`src/rtl/spi_cmd_master.sv`:
```
`default_nettype none
// spi_cmd_master: SPI mode-0 initiator serialising 10-bit {op,byte} commands, with byte read-back on rd-data.
// Optional feature macro SPI_MASTER_TXN_COUNT_EN builds the completed-frame counter on txn_count.
module spi_cmd_master #(
  parameter int CLK_DIV = 2,
  parameter int RD_GAP  = 2
) (
  input  logic        clk,
  input  logic        rst,
  input  logic        req_valid,
  output logic        req_ready,
  input  logic [1:0]  req_op,
  input  logic [7:0]  req_data,
  output logic        rsp_valid,
  output logic [7:0]  rsp_data,
  output logic        done,
  output logic        SS_n,
  output logic        SCLK,
  output logic        MOSI,
  input  logic        MISO,
  output logic [15:0] txn_count
);

  localparam logic [7:0] HALF_LAST = 8'(CLK_DIV - 1);
  localparam logic [3:0] GAP_LAST  = 4'((RD_GAP > 0) ? RD_GAP - 1 : 0);

  typedef enum logic [2:0] {IDLE, START, CMD, GAP, RD, STOP} state_t;

  state_t     state;
  logic [7:0] hcnt;
  logic [3:0] bcnt;
  logic [3:0] gcnt;
  logic [8:0] frame;     // bit 9 goes straight to MOSI, so only bits 8..0 are held
  logic       rd_frame;
  logic [7:0] rx;
  logic       half_end;

  assign half_end = (hcnt == 8'd0);

  always_ff @(posedge clk) begin
    if (rst) begin
      state     <= IDLE;
      req_ready <= 1'b1;
      SS_n      <= 1'b1;
      SCLK      <= 1'b0;
      MOSI      <= 1'b0;
      rsp_valid <= 1'b0;
      rsp_data  <= 8'h00;
      done      <= 1'b0;
      hcnt      <= 8'd0;
      bcnt      <= 4'd0;
      gcnt      <= 4'd0;
      frame     <= 9'd0;
      rd_frame  <= 1'b0;
      rx        <= 8'h00;
`ifdef SPI_MASTER_TXN_COUNT_EN
      txn_count <= 16'h0000;
`endif
    end else begin
      done      <= 1'b0;
      rsp_valid <= 1'b0;
      if (state != IDLE) hcnt <= half_end ? HALF_LAST : hcnt - 8'd1;

      case (state)
        IDLE: begin
          if (req_valid) begin
            frame     <= {req_op[0], req_data};
            rd_frame  <= (req_op == 2'b11);
            MOSI      <= req_op[1];
            SS_n      <= 1'b0;
            req_ready <= 1'b0;
            hcnt      <= HALF_LAST;
            state     <= START;
          end
        end
        START: begin
          if (half_end) begin
            bcnt  <= 4'd0;
            state <= CMD;
          end
        end
        CMD: begin
          if (half_end) begin
            SCLK <= ~SCLK;
            if (SCLK) begin
              if (bcnt == 4'd9) begin
                MOSI <= 1'b0;
                bcnt <= 4'd0;
                gcnt <= 4'd0;
                if (!rd_frame)        state <= STOP;
                else if (RD_GAP == 0) state <= RD;
                else                  state <= GAP;
              end else begin
                bcnt  <= bcnt + 4'd1;
                MOSI  <= frame[8];
                frame <= {frame[7:0], 1'b0};
              end
            end
          end
        end
        GAP: begin
          if (half_end) begin
            SCLK <= ~SCLK;
            if (SCLK) begin
              if (gcnt == GAP_LAST) state <= RD;
              else                  gcnt  <= gcnt + 4'd1;
            end
          end
        end
        RD: begin
          if (half_end) begin
            SCLK <= ~SCLK;
            // sample on the clk edge that raises SCLK
            if (!SCLK)              rx    <= {rx[6:0], MISO};
            else if (bcnt == 4'd7)  state <= STOP;
            else                    bcnt  <= bcnt + 4'd1;
          end
        end
        STOP: begin
          if (half_end) begin
            SS_n      <= 1'b1;
            req_ready <= 1'b1;
            done      <= 1'b1;
            if (rd_frame) begin
              rsp_valid <= 1'b1;
              rsp_data  <= rx;
            end
`ifdef SPI_MASTER_TXN_COUNT_EN
            txn_count <= txn_count + 16'd1;
`endif
            state <= IDLE;
          end
        end
        default: state <= IDLE;
      endcase
    end
  end

`ifndef SPI_MASTER_TXN_COUNT_EN
  assign txn_count = 16'h0000;
`endif

endmodule
`default_nettype wire

```
`config.mk`:
```
export PLATFORM = sky130hd
export DESIGN_NAME = spi_cmd_master
export DESIGN_NICKNAME = d
export VERILOG_FILES = /design/src/rtl/spi_cmd_master.sv
export SDC_FILE = /design/constraint.sdc
export NUM_CORES = 1
export LEC_CHECK = 0
export ABC_AREA = 0
export BUFFER_PORTS_ARGS = -buffer_cell sky130_fd_sc_hd__buf_2
export CAP_MARGIN = 20
export CORE_AREA = 5 5 82 84
export DETAILED_ROUTE_END_ITERATION = 8
export DIE_AREA = 0 0 87 89
export GPL_ROUTABILITY_DRIVEN = 1
export HOLD_SLACK_MARGIN = 0.12
export PLACE_DENSITY = 0.7
export SLEW_MARGIN = 20
export SYNTH_ARGS = -nofsm -noshare
export SYNTH_HDL_FRONTEND = slang
export SYNTH_SLANG_ARGS = --single-unit
```
`constraint.sdc`:
```
create_clock -name clk -period 5.4 [get_ports clk]
set_input_delay 0.81 -clock clk [delete_from_list [all_inputs] [get_ports clk]]
set_output_delay 0.81 -clock clk [all_outputs]
set_load 0.03 [all_outputs]
```
======== After elaboration in Yosys (flattened, before gate mapping) ========
Cells that the tools add are included.
word-level totals
  flip-flop bits (word level) ............. 50
  memories ................................ 0
  input port bits ......................... 14
  memory bits (read-only) ................. 0
  bits in latches ......................... 0
  bits in writable memories ............... 0
  logic and storage cells ................. 111
operators by class
  divide/modulo/power cells ............... 0
  shift operators ......................... 0
  muxes and demuxes ....................... 48
  bitwise operators ....................... 3
  multiply operators ...................... 0
  reduce and logical (&&, ||, !) cells .... 20
  equality and inequality tests ........... 24
  $lt $le $gt $ge ......................... 0
  add/sub/neg operators ................... 3
operator list
  cell                 count
  $mux 4               13
  $mux 3               13
  $mux 9               4
  $mux 8               4
  $ne 2x2->1 const B   15
  $pmux 3 s6           1
  $pmux 9 s2           1
  $reduce_and 7->1     2
  $pmux 4 s3           1
  $reduce_and 12->1    1
  $reduce_and 3->1     3
  $add 4x1->4 const B  2
  $logic_not 8->1      1
  $mux 1               8
  $pmux 4 s2           1
  $sub 8x1->8 const B  1
  $eq 3x2->1 const B   2
  $eq 3x3->1 const B   2
  $reduce_bool 2->1    3
  $reduce_bool 3->1    2
  $reduce_or 3->1      2
  $reduce_and 5->1     1
  $eq 4x1->1 const B   1
  $eq 4x3->1 const B   1
  other kinds (9)      13

======== Depth between registers and ports, before layout ========
Gate-level depths: netlist (run 1).
  word-level depth ........................ 5
  depth in mapped cells ................... 9
  gate-level depth less buffers ........... 7

======== Worst setup path after synthesis (run 1) ========
No wires, ideal clock.
  path type ............................... reg2reg
  from .................................... reg hcnt[0]
  to ...................................... reg bcnt[0]
  cell stages (with the launch flop) ...... 9
  setup time .............................. 0.070 ns
  clock period less this slack ............ 1.869 ns
  data arrival time ....................... 1.799 ns
  setup slack ............................. 3.531 ns
  required time ........................... 5.330 ns
  path through ............................ dfxtp_1 inv_1 ha_1 nor4b_4 and2_1 buf_6 o21ai_4 or4_1 a21oi_1
between the ends
  word-level cells in the longest chain between the ends .. 3
  elaborated cells on any way between the ends .. 5
ends and longest elaborated chain
  what                                 line  RTL
  from (decl)                          30    logic [7:0] hcnt;
  from (signal assigned)               62    if (state != IDLE) hcnt <= half_end ? HALF_LAST : hcnt - 8'd1;
  $logic_not 8->1 *                    38    assign half_end = (hcnt == 8'd0);
  $ne 2x2->1 (no source line)          --
  $reduce_and 7->1 (no source line) *  --
  to (signal assigned)                 94    bcnt <= bcnt + 4'd1;
  to (signal assigned)                 116   else bcnt <= bcnt + 4'd1;
  to (decl)                            31    logic [3:0] bcnt;
Mark *: on every way between the ends. The rest lies on a longest branch, timed or not.
A chain may end at the register's enable or synchronous reset.

======== Worst setup path in the final report (run 1) ========
  from .................................... reg hcnt[1]
  to ...................................... reg rsp_data[4]
between the ends
  word-level cells in the longest chain between the ends .. 2
ends and longest elaborated chain
  what                               line  RTL
  $logic_not 8->1                    38
  $reduce_and 3->1 (no source line)  --
  to (signal assigned)               126   rsp_data <= rx;
  to (decl)                          15    output logic [7:0] rsp_data,
No other way between the ends.

==> results.cfg, run 1 <==
[global_routing]
gr-total-overflow = 0
grt_first_pass_wirelength_um = 8760
grtUsageTotal_pct = 14.0
grt_max_degree = 52
grt_antenna_before_repair = 0
grt_pass1_vias = 1958

[worst_setup_path]
cpLargestDelayFamily = simple AND/OR/NAND/NOR gates
cp_slowest_cell = nand4_1
worstPathRequired_ns = 5.57
r2r-end = rsp_data[4]$_SDFFE_PP0P_
cp_max_fo = 9
r2r_setup_slack_ns = 2.93
r2r-start = hcnt[1]$_SDFF_PP0_
critPathBufInv = 1
crit_chain = inv_1 > ha_1 > nor4b_4 > and2_1 > nand4_1 > mux2i_1 > nor2_1
cp_num_cells = 7
startpoint_type = flip-flop
cp-startpoint = hcnt[1]$_SDFF_PP0_
endpoint = rsp_data[4]$_SDFFE_PP0P_
ff2ff_path_depth = 7
crit_type = reg2reg
cp_slowest_stage_delay_ns = 0.56
arrival_ns = 2.64
cp-end-kind = flip-flop

[routing]
avgRoutedWirePerCell_um = 13.1
routed-via-count = 2031
ant_nets = 0
first_pass_iters = 4
drt_iter0_markers = 134
drc = 0
detail_route.vias_per_cell = 5.28
wl_um = 5060

[clock_tree]
worstSkewPairLatency_ns = 0.31
clkSinkCount = 50
numCtsBuffers = 5
cts_resized = 0
cts_tree = yes
htreeDepth = 2
postCtsHoldBufs = 0
post-cts-setup-buffer-count = 0
clockRootBuffer = clkbuf_8
clkTransAtPathRegs_ns = 0.10
cts_buffer_depth = 2

[power]
comb_power_share_pct = 37.7
p_leak_uw = 0.00117
power_density_nw_per_um2 = 427
switching_share_pct = 41.4
power_uw = 1170
peakVddDrop_mv = 0.179
power.switching_uw = 486
seq_power_share_pct = 42.0
p_int_uw = 688
power_frac_clock_pct = 20.3

[sta]
finalMaxSlewViolations = 0
slew_headroom_pct = 38.8
setup_violations = 0
max_freq_ghz = 0.405
tightest_slew_ns = 0.918
tns_ns = 0
rsz0062_at_grt = false
period_share_pct = 45.7
finalClockSkew_ns = 0.00947
finalCriticalPeriod_ns = 2.47
hold_viol = 0

[worst_hold_path]
min_path_cells = 2
hp-class = reg2reg

[layout]
drive_gt1_share_pct = 14.8
diodes = 0
multi_input_area_um2 = 1380
area_delta_synth_final_pct = 7.27
seq_area_um2 = 1000
nNetsFinal = 328
fillers = 570

[floorplanning]
ios = 44
die_w_um = 87
initial_utilization_pct = 43.8
placementRows = 28
die_y_um = 89
core_area_um2 = 5850
fp.dieArea_um2 = 7740

[logic_synthesis]
dominantRegCellSynth = dfxtp_1
ys_types = 54
synth_area_leaders = dfxtp_1, mux2i_1, nor2_1
synth_seq_cells = 50
synth_edf_count = 0
synthTopCellsByCount = dfxtp_1, nor2_1, mux2i_1
yosys.area.top_type_share_pct = 39.0
async_reset_ff_share_pct = 0
synth_area_um2 = 2560
ys.warnings.count = 0
syn_inst = 291
ys_seq_area_share_pct = 39.0
yosysTopAreaCell = dfxtp_1
yosysMostFrequentCell = dfxtp_1
avgSynthCellArea_um2 = 8.81

[status]
outcome = finished clean

[placed_design]
place.gp.congestion = 0.840
port_buffers = 27
hpwl_um = 3580

[flow_run]
cap_violations = 0
## power by group through the flow
stage | combinational [µW] | sequential, µW | clock [µW]
2_1_floorplan | 404 | 480 | 0
3_3_place_gp | 434 | 501 | 0
3_5_place_dp | 442 | 502 | 0
4_1_cts | 444 | 494 | 243
5_1_grt | 500 | 505 | 259
6_report | 443 | 493 | 238
## through the flow
step | cell area, µm² | util, % | std cells | worst slack (ns) | hold WS, ns
floorplan | 2620 | - | 306 | 3.53 | 0.442
global placement | 2650 | 45.3 | 377 | 2.98 | 0.462
detailed placement | 2650 | 45.3 | 377 | 2.93 | 0.464
CTS | 2750 | 47.0 | 385 | 2.93 | 0.480
global route | 2750 | 47.0 | 385 | 2.66 | 0.513
finish | 2750 | 47.0 | 385 | 2.93 | 0.480
## worst min-delay path by stage
stage / from / end / slack, ns
after floorplan: gcnt[3]$_SDFFE_PP0P_ / gcnt[3]$_SDFFE_PP0P_ / 0.44
after global placement: frame[0]$_SDFFE_PP0P_ / frame[0]$_SDFFE_PP0P_ / 0.46
after detailed placement: frame[0]$_SDFFE_PP0P_ / frame[0]$_SDFFE_PP0P_ / 0.46
after CTS: frame[0]$_SDFFE_PP0P_ / frame[0]$_SDFFE_PP0P_ / 0.48
after global routing: frame[0]$_SDFFE_PP0P_ / frame[0]$_SDFFE_PP0P_ / 0.51
final: frame[0]$_SDFFE_PP0P_ / frame[0]$_SDFFE_PP0P_ / 0.48
## layer usage
metal / part of all wire (%) / GRT usage (%) / up-vias
met4: 1.2 / 5.38 / 0
met1: 47 / 17.6 / 958
li1: - / - / 1040
met3: 3.4 / 2.67 / 5
met2: 49 / 23.7 / 28
met5: 0 / 0 / -
## layout by cell type, fill, tap and decap left out, drive strengths merged, types with 3 or more instances in the layout
cell type	count
nand2	14
nand2b	6
nor3	10
nand4	3
dfxtp	50
a211oi	10
conb	16
nand3	8
ha	5
mux2i	25
a21oi	20
o21ai	10
nor2b	5
inv	11
nand3b	6
nor2	41
buf	28
clkbuf	5
## area by class of cell
class	count	share of cell area, %
inverter	9	1.23
clock inverter	3	1.05
tap	75	3.41
timing repair buffer	28	5.19
sequential	50	36.4
clock buffer	5	2.50
multi-input combinational	215	50.2
## tightest hold or removal path, stage by stage (launching register included)
cell and delay (ns):
dfxtp_1 0.32, nand2b_1 0.06, a21oi_1 0.06
## flip-flops by register name, summed over array words and instances, names as in the netlist
register / count
MOSI: 1
SCLK: 1
SS_n: 1
bcnt: 4
done: 1
frame: 9
gcnt: 4
hcnt: 8
rd_frame: 1
rsp_data: 8
rsp_valid: 1
rx: 8
state: 3
## logic make-up after synthesis
family | Yosys count | share of synthesized area [%]
AOI/OAI and AO/OA | 57 | 15.1
DFF | 50 | 39.0
buffers and inverters | 41 | 9.27
adders and majority gates | 5 | 2.44
and+or+nand+nor | 111 | 23.9
other | 1 | 0.146
muxes | 25 | 9.76
xor gates and xnor gates | 1 | 0.342
Note: power is estimated with default switching activity, not from simulation.
==> inputs of run 2 (changes only) <==
--- a/config.mk
+++ b/config.mk
@@ -5,15 +5,15 @@
 export SDC_FILE = /design/constraint.sdc
 export NUM_CORES = 1
 export LEC_CHECK = 0
-export ABC_AREA = 0
+export ABC_AREA = 1
 export BUFFER_PORTS_ARGS = -buffer_cell sky130_fd_sc_hd__buf_2
 export CAP_MARGIN = 20
-export CORE_AREA = 5 5 82 84
+export CORE_AREA = 5 5 84 86
 export DETAILED_ROUTE_END_ITERATION = 8
-export DIE_AREA = 0 0 87 89
+export DIE_AREA = 0 0 89 91
 export GPL_ROUTABILITY_DRIVEN = 1
 export HOLD_SLACK_MARGIN = 0.12
-export PLACE_DENSITY = 0.7
+export PLACE_DENSITY = 0.69
 export SLEW_MARGIN = 20
 export SYNTH_ARGS = -nofsm -noshare
 export SYNTH_HDL_FRONTEND = slang
==> constraint.sdc (replaced) <==
create_clock -name clk -period 2.45 [get_ports clk]
set_input_delay 0.3675 -clock clk [delete_from_list [all_inputs] [get_ports clk]]
set_output_delay 0.3675 -clock clk [all_outputs]
set_load 0.03 [all_outputs]
==> run 2 against run 1 <==
Net effect:
- cell count is 24% higher
- combinational power grew to 4.0 times the previous value
- worst setup slack worse by 2.4 ns
- highest routed layer unchanged
==> results.cfg, run 2 <==
[worst_setup_path]
worstPathRequired_ns = 2.63
cp_slowest_cell = dfxtp_1
crit_type = reg2reg
cp-end-kind = flip-flop
arrival_ns = 2.06
cp_max_fo = 17
cp_slowest_stage_delay_ns = 0.32
startpoint_type = flip-flop
critPathBufInv = 1
cpLargestDelayFamily = simple AND/OR/NAND/NOR gates
crit_chain = inv_1 > ha_1 > nand2_1 > nor2_8 > nand2_2 > nand2_4 > nand3_2 > o21ai_0 > a21oi_1

[clock_tree]
clkTransAtPathRegs_ns = 0.10
cts_tree = yes
clkSinkCount = 50
cts_resized = 0
clockRootBuffer = clkbuf_8
cts_buffer_depth = 2
worstSkewPairLatency_ns = 0.30
post-cts-setup-buffer-count = 0
htreeDepth = 2
postCtsHoldBufs = 0
numCtsBuffers = 5

[sta]
tns_ns = 0
setup_violations = 0
finalClockSkew_ns = 0.00955
hold_viol = 0
max_freq_ghz = 0.534
finalMaxSlewViolations = 0
finalCriticalPeriod_ns = 1.87
rsz0062_at_grt = false
whs_ns = 0.317
period_share_pct = 76.4

[routing]
ant_nets = 0
wl_um = 5360
detail_route.vias_per_cell = 4.86
first_pass_iters = 6
avgRoutedWirePerCell_um = 11.2
routed-via-count = 2324
drt_iter0_markers = 99
drc = 0

[layout]
diodes = 0
area_delta_synth_final_pct = 7.74
mostFrequentLayoutCells = nand2_1, nor2_1, dfxtp_1
regMostFlops = frame
fillers = 646
layout_commonest_cell = nand2_1
drive_gt1_share_pct = 15.2
nNetsFinal = 420
largest_reg_flops = 9

[logic_synthesis]
yosysMostFrequentCell = nand2_1
synth_seq_cells = 50
synth_area_leaders = dfxtp_1, nand2_1, nor2_1
ys_seq_area_share_pct = 37.3
yosysTopAreaCell = dfxtp_1
ys.warnings.count = 0
synthTopCellsByCount = nand2_1, nor2_1, dfxtp_1
syn_inst = 376
synth_edf_count = 0
dominantRegCellSynth = dfxtp_1
avgSynthCellArea_um2 = 7.13
yosys.area.top_type_share_pct = 37.3
ys_types = 35
async_reset_ff_share_pct = 0
synth_area_um2 = 2680

[floorplanning]
die_y_um = 91
ios = 44
initial_utilization_pct = 43.2
placementRows = 29
core_area_um2 = 6200
die_w_um = 89
fp.dieArea_um2 = 8100

[power]
power_uw = 3440
power_density_nw_per_um2 = 1190
p_leak_uw = 0.00132
peakVddDrop_mv = 0.602

[global_routing]
grt_antenna_before_repair = 0
grtUsageTotal_pct = 14.1
grt_max_degree = 23
gr-total-overflow = 0
grt_first_pass_wirelength_um = 9360
grt_pass1_vias = 2121

[worst_hold_path]
hp-class = in2reg

[placed_design]
port_buffers = 27
hpwl_um = 3990
place.gp.congestion = 0.928

[status]
outcome = finished clean

[flow_run]
cap_violations = 0
==> run 2: cell count changes after synthesis, sizes merged, moves of 6 or more <==
cell	previous run	this run
a21oi	20	32
nor2	41	58
buf	27	20
a211oi	10	3
inv	9	49
mux2i	25	0
nand3b	6	0
xor2	1	7
o21ai	10	42
nand3	8	26
nor3	10	1
nand2	14	67
==> run 2: path summary, 6_finish.rpt <==
| kind | cells past startpoint | start | slack, ns | end |
|---|---|---|---|---|
| max reg2reg | 9 | hcnt[0]$_SDFF_PP0_ | 0.58 | frame[5]$_SDFFE_PP0P_ |
| max | 9 | hcnt[0]$_SDFF_PP0_ | 0.58 | frame[5]$_SDFFE_PP0P_ |
| min reg2reg | 2 | rsp_data[5]$_SDFFE_PP0P_ | 0.45 | rsp_data[5]$_SDFFE_PP0P_ |
| min | 3 | MISO | 0.32 | rx[0]$_SDFFE_PP0P_ |
==> run 2: power breakdown <==
| group | internal, µW | switching (µW) |
|---|---|---|
| clock network | 198 | 277 |
| registers | 1040 | 153 |
| logic | 579 | 1200 |
| total | 1820 | 1630 |
==> run 2: kinds of logic after synthesis <==
| family | synth area share, % |
|---|---|
| buffers and inverters | 13.3 |
| AOI/OAI and AO/OA | 16.5 |
| other | 0.140 |
| xor gates and xnor gates | 2.61 |
| and+or+nand+nor | 27.8 |
| DFF | 37.3 |
| adders and majority gates | 2.33 |
==> run 2: layout make-up <==
class | instances | area, µm² | area share, %
well taps | 77 | 96.3 | 3.33
clock inverters | 2 | 13.8 | 0.476
repair buffers | 28 | 143 | 4.94
flip-flops and latches | 50 | 1000 | 34.6
multi-input cells | 267 | 1380 | 47.8
clock buffers | 5 | 68.8 | 2.38
inverters | 49 | 186 | 6.45
==> run 2: stage by stage <==
step / cell area, µm² / cells / utilization (%) / worst slack [ns]
after floorplan: 2740 / 391 / - / 0.791
after global placement: 2810 / 471 / 45.3 / 0.618
after detailed placement: 2810 / 471 / 45.3 / 0.595
after CTS: 2890 / 478 / 46.6 / 0.568
after global routing: 2890 / 478 / 46.6 / 0.331
final: 2890 / 478 / 46.6 / 0.579
==> run 2: metal layers <==
metal / global-route usage [%] / vias up / share of wire (%)
met5: 0 / - / 0
met4: 5.09 / 0 / 2.5
met3: 2.90 / 13 / 4.8
met2: 22.9 / 54 / 48
met1: 18.3 / 1042 / 45
li1: - / 1215 / -
==> run 2: tightest hold or removal path, delay by kind of cell <==
kind / cells / cell delay (ns)
buffers and inverters: 1 / 0.07
AO/OA/AOI/OAI: 1 / 0.07
AND/OR/NAND/NOR: 1 / 0.08
